<file path="config.mk">
export PLATFORM = sky130hd
export DESIGN_NAME = accum_fsmd
export DESIGN_NICKNAME = d
export VERILOG_FILES = /design/src/rtl/accum_fsmd.sv
export SDC_FILE = /design/constraint.sdc
export NUM_CORES = 1
export LEC_CHECK = 0
export ABC_CLOCK_PERIOD_IN_PS = 2000
export CAP_MARGIN = 20
export CELL_PAD_IN_SITES_DETAIL_PLACEMENT = 0
export CELL_PAD_IN_SITES_GLOBAL_PLACEMENT = 1
export CORE_ASPECT_RATIO = 1.2
export CORE_UTILIZATION = 32
export DETAILED_ROUTE_END_ITERATION = 10
export GPL_ROUTABILITY_DRIVEN = 0
export PLACE_DENSITY_LB_ADDON = 0.1
export SYNTH_ARGS = -nofsm -noshare
export SYNTH_HDL_FRONTEND = slang
export SYNTH_SLANG_ARGS = --single-unit
export TNS_END_PERCENT = 50
</file>
<file path="constraint.sdc">
create_clock -name clock -period 2 [get_ports clock]
set_input_delay 0.6 -clock clock [delete_from_list [all_inputs] [get_ports clock]]
set_output_delay 0.6 -clock clock [all_outputs]
set_load 0.005 [all_outputs]
</file>
<file path="src/rtl/accum_fsmd.sv">
// Accumulator FSMD: control FSM plus W-bit add/subtract datapath with iteration limit and sticky overflow.
// Define ACCUM_SAT_EN for saturating arithmetic; default build wraps modulo 2^W.
module accum_fsmd #(
    parameter int W        = 8,
    parameter int CW       = 4,
    parameter int MAX_ITER = 15
) (
    input  logic          clock,
    input  logic          reset,
    input  logic          start,
    input  logic [W-1:0]  inputA,
    input  logic          inputB,
    input  logic          inputC,
    input  logic          sub,
    output logic [W-1:0]  value,
    output logic [CW-1:0] count,
    output logic          busy,
    output logic          done,
    output logic          overflow
);

    typedef enum logic [1:0] {
        S_INIT   = 2'd0,
        S_CHECKC = 2'd1,
        S_CHECKB = 2'd2,
        S_STOP   = 2'd3
    } state_t;

    localparam logic [CW-1:0] LIMIT = CW'(MAX_ITER);

    state_t        r_state;
    state_t        w_next;
    logic [W-1:0]  r_value;
    logic [CW-1:0] r_count;
    logic          r_ovf;
    logic [W:0]    w_res;
    logic [W-1:0]  w_value_nxt;
    logic          w_start_run;
    logic          w_acc;

    // Bit W of the widened result is the carry (add) or borrow (sub).
    always_comb begin
        w_res = '0;
        if (sub)
            w_res = {1'b0, r_value} - {1'b0, inputA};
        else
            w_res = {1'b0, r_value} + {1'b0, inputA};
    end

    always_comb begin
        w_value_nxt = w_res[W-1:0];
`ifdef ACCUM_SAT_EN
        if (w_res[W])
            w_value_nxt = sub ? {W{1'b0}} : {W{1'b1}};
`endif
    end

    always_comb begin
        w_next = r_state;
        case (r_state)
            S_INIT:   if (start) w_next = S_CHECKC;
            S_CHECKC: w_next = (inputC && (r_count < LIMIT)) ? S_CHECKB : S_STOP;
            S_CHECKB: w_next = S_CHECKC;
            S_STOP:   if (start) w_next = S_CHECKC;
            default:  w_next = S_INIT;
        endcase
    end

    assign w_start_run = start && ((r_state == S_INIT) || (r_state == S_STOP));
    assign w_acc       = inputB && (r_state == S_CHECKB);

    always_ff @(posedge clock or posedge reset) begin
        if (reset) begin
            r_state <= S_INIT;
            r_value <= '0;
            r_count <= '0;
            r_ovf   <= 1'b0;
        end else begin
            r_state <= w_next;
            if (w_start_run) begin
                r_value <= '0;
                r_count <= '0;
                r_ovf   <= 1'b0;
            end else if (w_acc) begin
                r_value <= w_value_nxt;
                r_count <= r_count + 1'b1;
                r_ovf   <= r_ovf | w_res[W];
            end
        end
    end

    assign value    = r_value;
    assign count    = r_count;
    assign overflow = r_ovf;
    assign busy     = (r_state == S_CHECKC) || (r_state == S_CHECKB);
    assign done     = (r_state == S_STOP);

endmodule
</file>
---- Yosys cells after proc, flatten, opt, wreduce, memory -nomap -nowiden ----
Index checks and enable logic that the tools add are counted.
storage, ports and cells
  input port bits ......................... 14
  output and inout port bits .............. 15
  latch bits .............................. 0
  ROM bits ................................ 0
  memories kept ........................... 0
  bits in writable memories ............... 0
  register bits ........................... 15
  logic and storage cells ................. 31
cells by class
  $lt $le $gt $ge ......................... 1
  reductions and logical operators ........ 8
  $mul .................................... 0
  divide/modulo/power cells ............... 0
  add/sub/neg operators ................... 3
  bitwise gates (word level) .............. 1
  multiplexer cells ....................... 10
  equality and inequality tests ........... 4
  shift-type cells ........................ 0
operators by type and width
  operator             count
  $mux 8               2
  $add 8x8->9          1
  $mux 9               1
  $sub 8x8->9          1
  $mux 4               2
  $pmux 2 s3           1
  $add 4x1->4 const B  1
  $eq 2x2->1 const B   2
  $lt 4x4->1 const B   1
  $logic_and 1x1->1    3
  $mux 1               3
  $eq 2x1->1 const B   1
  $logic_not 2->1      1
  $logic_or 1x1->1     2
  $mux 2               1
  $ne 2x1->1 const B   1
  $reduce_bool 2->1    1
  $reduce_or 2->1      1
  $or 1x1->1           1

---- Depth between registers and ports, before layout ----
Gate-level depths: netlist of the first run.
  word-level depth ........................ 5
  mapped depth ............................ 10
  mapped depth without buffers ............ 10

---- Least setup slack after synthesis of the first run ----
No wires, ideal clock.
  kind .................................... in2reg
  start point ............................. in inputA[3]
  end point ............................... reg r_ovf, in the netlist overflow
  cell stages on the path ................. 10
  path slack .............................. -0.682 ns
  data required time ...................... 1.931 ns
  buffers on the path ..................... 0
  data arrival time ....................... 2.613 ns
  library setup time ...................... 0.069 ns
  cells stage by stage .................... nor2_1 > nor4b_1 > nor2_1 > xnor2_1 > ha_1 > or2_1 > a21o_1 > o211a_1 > or4_1 > nand3_1
on the way
  longest elaborated chain between the ends .. 5
  elaborated cells between the ends (all ways) .. 6
  classes of those cells .................. add/sub (2); mux (3); bitwise (1)
ends and longest elaborated chain
  item                                               line    source
  start, declared                                    11      input logic [W-1:0] inputA,
  $add 8x8->9 / $sub 8x8->9 (equally long branches)  47, 45
  $mux 9 (*)                                         44      if (sub)
  $or 1x1->1 (*)                                     87      r_ovf <= r_ovf | w_res[W];
  $mux 1 (*)                                         84      end else if (w_acc) begin
  $mux 1 (*)                                         80      if (w_start_run) begin
  end signal, assigned                               87
  end, declared                                      35      logic r_ovf;
Mark *: on every way between the ends. The rest lies on a longest branch, timed or not. The select of a mux whose other input is x is not followed.
A chain may end at the register's enable or synchronous reset.

---- Final worst setup path of the first run ----
  start point ............................. in inputA[0]
  end point ............................... reg r_ovf, in the netlist overflow
The elaborated chain is that of the path after synthesis.

==> metrics.cfg, run 1 <==
[run_status]
status=complete, but fails checks
violations=design-rule violations, negative setup slack

[final_layout]
nFillCells=293
n_antenna_cell=0
fin_nets=238
area_growth_pct=75.21
post-route-util_pct=59.92
layout-drive-gt1-share_pct=36.36

[flow_run]
cap_viol_max_count=0

[global_routing]
antenna_found_initial=0
grt_util_met2_pct=34.56
overflow=0
first_global_vias=1258
grt_pass1_wl_um=5575
grt_util_met1_pct=21.86
met3_usage_pct=2.647
busiest_layer=met2
track_usage_pct=18.86
grt_max_degree=16

[placed_design]
portBuffers=28
pre_cts_ws_ns=-1.198
dp_hpwl_um=2428

[power]
p_int_mw=1.473
power_switching_mw=0.9143
netSwitchingFraction_pct=38.30
cellPowerDensity_nw_per_um2=1163
seqPwrFrac_pct=22.0
combPwrFrac_pct=67.0
p_clk_share_pct=10.9
ir_drop_mv=0.5725
total_power_mw=2.387
p_leak_nw=0.9610

[floorplanning]
chipWidth_um=57.23
core_um2=3425
die_y_um=68.27
die_area_um2=3907
initial_core_util_pct=34.20
ios=29
num_rows=23

[synth]
yosysWarnings=0
syn_area_um2=1171
ys_seq_elements=15
synth_edf_count=0
ys_top_cells_by_count=nor2_1, dfrtp_1, ha_1, nand2_1, inv_1
yosysTopAreaCellShare_pct=32.05
async_flop_share_pct=100.0
synth_top_cell_by_area=dfrtp_1
syn_nets=165
yosysSeqAreaShare_pct=32.05
avgSynthCellArea_um2=8.548
synthTopCellsByArea=dfrtp_1, ha_1, nor2_1, xnor2_1, a21oi_1
synth_cell_types=36
synth_cells=137
synth-main-ff-cell=dfrtp_1
synth_most_common_cell=nor2_1

[worst_setup_path]
cp.arrival_ns=2.69
setup.worst_path.end_class=register
r2r_slack_ns=0.07
critical_path_class=in2reg
critPathLaunchType=input port
path_max_fanout=3
timing.rr.end=overflow$_DFFE_PP0P_
r2r_cells=8
cp.required_ns=2.19
r2r_start=value[0]$_DFFE_PP0P_

[route]
finalWirelength_um=3275
via_count=1227
drc=4
wl_per_cell_um=13.31
first_iter_violations=36
dr.pass1.iters=9
antenna_left=0
viasPerCell=4.988

[hold_path]
min_path_type=reg2reg
min_from=overflow$_DFFE_PP0P_
min_path_cells=2
holdPathEnd=overflow$_DFFE_PP0P_

[sta]
tns_ns=-2.151
final.setup.worst_slack_ns=-0.5052
fin_skew_ns=0.0009464
finalHoldViolations=0
fmax_ghz=0.3992
slew_viol_final=0
timing.hold.ws_ns=0.5221
fin_crit_ns=2.505
tightest_slew_ns=0.2962
rsz0062_at_grt=true
setup_viol=7
slew_headroom_pct=80.25
final.period_utilization_pct=125.3

[clocking]
htree_levels=1
clock-sinks=15
clock_latency_ns=0.25
numCtsBuffers=3
clkTransAtPathRegs_ns=0.07
cts_root_buf=clkbuf_8
tritoncts=done
clock_path_buffers=2

==> metal layers <==
metal  wire (um)  up-vias
met5           0        -
met4          53        0
met3         103        6
met2        1688       27
met1        1430      571
li1            -      623
==> worst max-delay path: stages <==
cell and delay (ns):
buf_8 0.10, buf_6 0.11, nor4b_4 0.27, nor2_1 0.09
xnor2_1 0.14, ha_1 0.30, or2_1 0.23, a21o_1 0.17
o211a_1 0.11, or4_1 0.46, nand3_1 0.10
==> cell usage in the layout, fill, tap and decap left out, types with 3 or more instances in the layout <==
cell	n
buf_4	37
inv_1	6
xnor2_1	8
clkdlybuf4s50_1	19
dfrtp_1	15
nand2b_1	3
nand2_1	10
mux2i_1	3
buf_6	8
ha_1	11
nor2_1	18
buf_8	3
nand3_1	4
clkbuf_8	3
a21oi_1	6
==> how the worst max path moves through the flow <==
stage	start	end	slack, ns	depth (start not counted)
floorplan	inputA[3]	overflow$_DFFE_PP0P_	-0.53	10
global placement	inputA[1]	overflow$_DFFE_PP0P_	-1.13	10
detailed placement	inputA[1]	overflow$_DFFE_PP0P_	-1.20	10
CTS	inputA[2]	overflow$_DFFE_PP0P_	-0.57	10
global route	inputA[0]	overflow$_DFFE_PP0P_	-0.63	11
finish	inputA[0]	overflow$_DFFE_PP0P_	-0.51	11
==> through the flow <==
stage / cells / cell area, um^2
6_report: 246 / 2052
2_1_floorplan: 137 / 1216
4_1_cts: 238 / 1942
3_3_place_gp: 228 / 1752
5_1_grt: 246 / 2052
3_5_place_dp: 228 / 1752
==> sequential cells by signal (all words and copies together), names as in the netlist <==
signal,flops
value,8
count,4
r_state,2
overflow,1
==> power by group through the flow <==
stage / clock, mW / sequential (mW) / combinational, mW
CTS: 0.270 / 0.526 / 1.47
finish: 0.261 / 0.526 / 1.60
global placement: 0 / 0.520 / 1.29
detailed placement: 0 / 0.524 / 1.32
floorplan: 0 / 0.517 / 0.639
global route: 0.284 / 0.546 / 1.78
==> kinds of logic after synthesis <==
| family | after synthesis | share of synthesized area (%) |
|---|---|---|
| AO/OA/AOI/OAI | 27 | 14.64 |
| XOR/XNOR | 10 | 7.479 |
| adder cells (fa/ha/maj) | 14 | 15.60 |
| buffers and inverters | 13 | 4.166 |
| flip-flops | 15 | 32.05 |
| multiplexers | 4 | 3.526 |
| AND/OR/NAND/NOR | 54 | 22.55 |
==> final cells by class <==
class	instances	area (um^2)	area share, %
inverter	9	38.79	1.890
clock buffer	3	41.29	2.012
timing repair buffer	72	641.9	31.28
clock inverter	1	7.507	0.3659
sequential	15	375.4	18.29
multi-input combinational	109	900.9	43.90
tap	37	46.29	2.256
==> what timing repair did <==
item                       in CTS  in global routing
setup buffers                   6                  8
pin swaps                      17                 24
cloned                          0                  0
hold buffers                    0                  0
gates resized for setup        62                 10
setup endpoints to repair      10                  7
(Power assumes the default switching activity.)
==> run 2, diff against run 1 <==
--- a/config.mk
+++ b/config.mk
@@ -14,6 +14,7 @@
 export DETAILED_ROUTE_END_ITERATION = 10
 export GPL_ROUTABILITY_DRIVEN = 0
 export PLACE_DENSITY_LB_ADDON = 0.1
+export SKIP_CTS_REPAIR_TIMING = 1
 export SYNTH_ARGS = -nofsm -noshare
 export SYNTH_HDL_FRONTEND = slang
 export SYNTH_SLANG_ARGS = --single-unit
==> metrics.cfg, run 2 (same netlist as run 1, synthesis figures left out) <==
[worst_setup_path]
cp.arrival_ns=2.73
r2r_slack_ns=0.10
cp.buffers_inverters=2
path_max_fanout=3
r2r_start=value[0]$_DFFE_PP0P_
cp.required_ns=2.19
crit_path_end=overflow$_DFFE_PP0P_
timing.rr.end=overflow$_DFFE_PP0P_
startpoint=inputA[2]
r2r_cells=8
critical_path_class=in2reg
slowest_delay_ns=0.46
cp_top_family=simple AND/OR/NAND/NOR gates
path_cells=buf_8, buf_6, nor4_4, a21oi_2, xnor2_1, ha_1, a211o_1, o211a_1, or4_1, nand3_1
setup.worst_path.end_class=register
crit_cells=10
critPathLaunchType=input port
cp_slowest_cell=or4_1

[power]
cellPowerDensity_nw_per_um2=1174
p_leak_nw=0.9076
total_power_mw=2.284
ir_drop_mv=0.5643

[sta]
slew_headroom_pct=79.54
finalHoldViolations=0
rsz0062_at_grt=true
slew_viol_final=0
final.period_utilization_pct=127.1
tightest_slew_ns=0.3069
setup_viol=6
fin_skew_ns=0.001169
fmax_ghz=0.3934
fin_crit_ns=2.542
tns_ns=-1.652
final.setup.worst_slack_ns=-0.5417

[clocking]
numCtsBuffers=3
tritoncts=done
clkTransAtPathRegs_ns=0.07
clock_latency_ns=0.25
clock_path_buffers=2
cts_root_buf=clkbuf_8
clock-sinks=15
htree_levels=1

[placed_design]
pre_cts_ws_ns=-1.198
place_area_um2=1752
portBuffers=28
dp_hpwl_um=2428
placed_cells=228

[final_layout]
layout-drive-gt1-share_pct=32.83
stdcell_count=235
n_antenna_cell=0
area_growth_pct=66.13
stdcell_area_um2=1946
fin_nets=227
final_common_cell=buf_4
largest_reg_flops=8
final_cell_mix=buf_4, nor2_1, clkdlybuf4s50_1

[hold_path]
min_path_type=reg2reg

[flow_run]
cap_viol_max_count=0

[route]
dr.pass1.iters=7
wl_per_cell_um=13.28
drc=2
finalWirelength_um=3120
via_count=1202
first_iter_violations=28
antenna_left=0
viasPerCell=5.115

[global_routing]
overflow=0
track_usage_pct=17.73
grt_pass1_wl_um=5250
first_global_vias=1173
antenna_found_initial=0
grt_max_degree=16

[floorplanning]
ios=29
chipWidth_um=57.23
die_area_um2=3907
die_y_um=68.27
core_um2=3425
initial_core_util_pct=34.20
num_rows=23

[run_status]
violations=design-rule violations, negative setup slack
status=complete, but fails checks

run 2: cell types whose count changed in the layout (fill, tap and decap cells not counted), moves of 2 or more:
| cell | previous run | this run |
|---|---|---|
| buf_4 | 37 | 27 |
| dlygate4sd2_1 | 2 | 0 |
| buf_6 | 8 | 6 |
| dlymetal6s2s_1 | 0 | 2 |
| clkbuf_2 | 0 | 3 |
run 2: final cells by class:
class,count,area (um^2)
multi-input cells,109,885.9
flip-flops and latches,15,375.4
inverters,9,38.79
clock inverters,1,7.507
repair buffers,61,550.5
fillers,320,1479
clock buffers,3,41.29
well taps,37,46.29
run 2: through the flow:
| stage | util (%) | hold slack, ns |
|---|---|---|
| floorplan | - | 0.4730 |
| global placement | 51.15 | 0.4739 |
| detailed placement | 51.15 | 0.5046 |
| CTS | 52.58 | 0.5226 |
| global route | 56.81 | 0.5761 |
| finish | 56.81 | 0.5354 |
run 2: worst min path at each step:
stage	end	start	cells after the start
floorplan	overflow$_DFFE_PP0P_	overflow$_DFFE_PP0P_	2
global placement	overflow$_DFFE_PP0P_	overflow$_DFFE_PP0P_	2
detailed placement	overflow$_DFFE_PP0P_	overflow$_DFFE_PP0P_	2
CTS	overflow$_DFFE_PP0P_	overflow$_DFFE_PP0P_	2
global route	overflow$_DFFE_PP0P_	overflow$_DFFE_PP0P_	2
finish	overflow$_DFFE_PP0P_	overflow$_DFFE_PP0P_	2
run 2: where the power goes:
part | internal (mW) | switching, mW | total, mW
sequential | 0.419 | 0.107 | 0.525
combinational | 0.846 | 0.654 | 1.50
clock | 0.140 | 0.119 | 0.259
run 2: routing by layer:
| layer | part of all wire [%] | vias to the layer above | track usage, % |
|---|---|---|---|
| li1 | - | 604 | - |
| met1 | 44 | 564 | 21.17 |
| met2 | 50 | 29 | 31.47 |
| met3 | 4.2 | 5 | 2.647 |
| met4 | 1.5 | 0 | 8.232 |
| met5 | 0 | - | 0 |
run 2: worst register-to-register path: cells and delay by family, from the launching register on:
| family | cells | cell delay, ns |
|---|---|---|
| AOI/OAI and AO/OA | 2 | 0.30 |
| adders and majority gates | 2 | 0.40 |
| buffers and inverters | 1 | 0.06 |
| and+or+nand+nor | 3 | 0.68 |
| DFF | 1 | 0.39 |
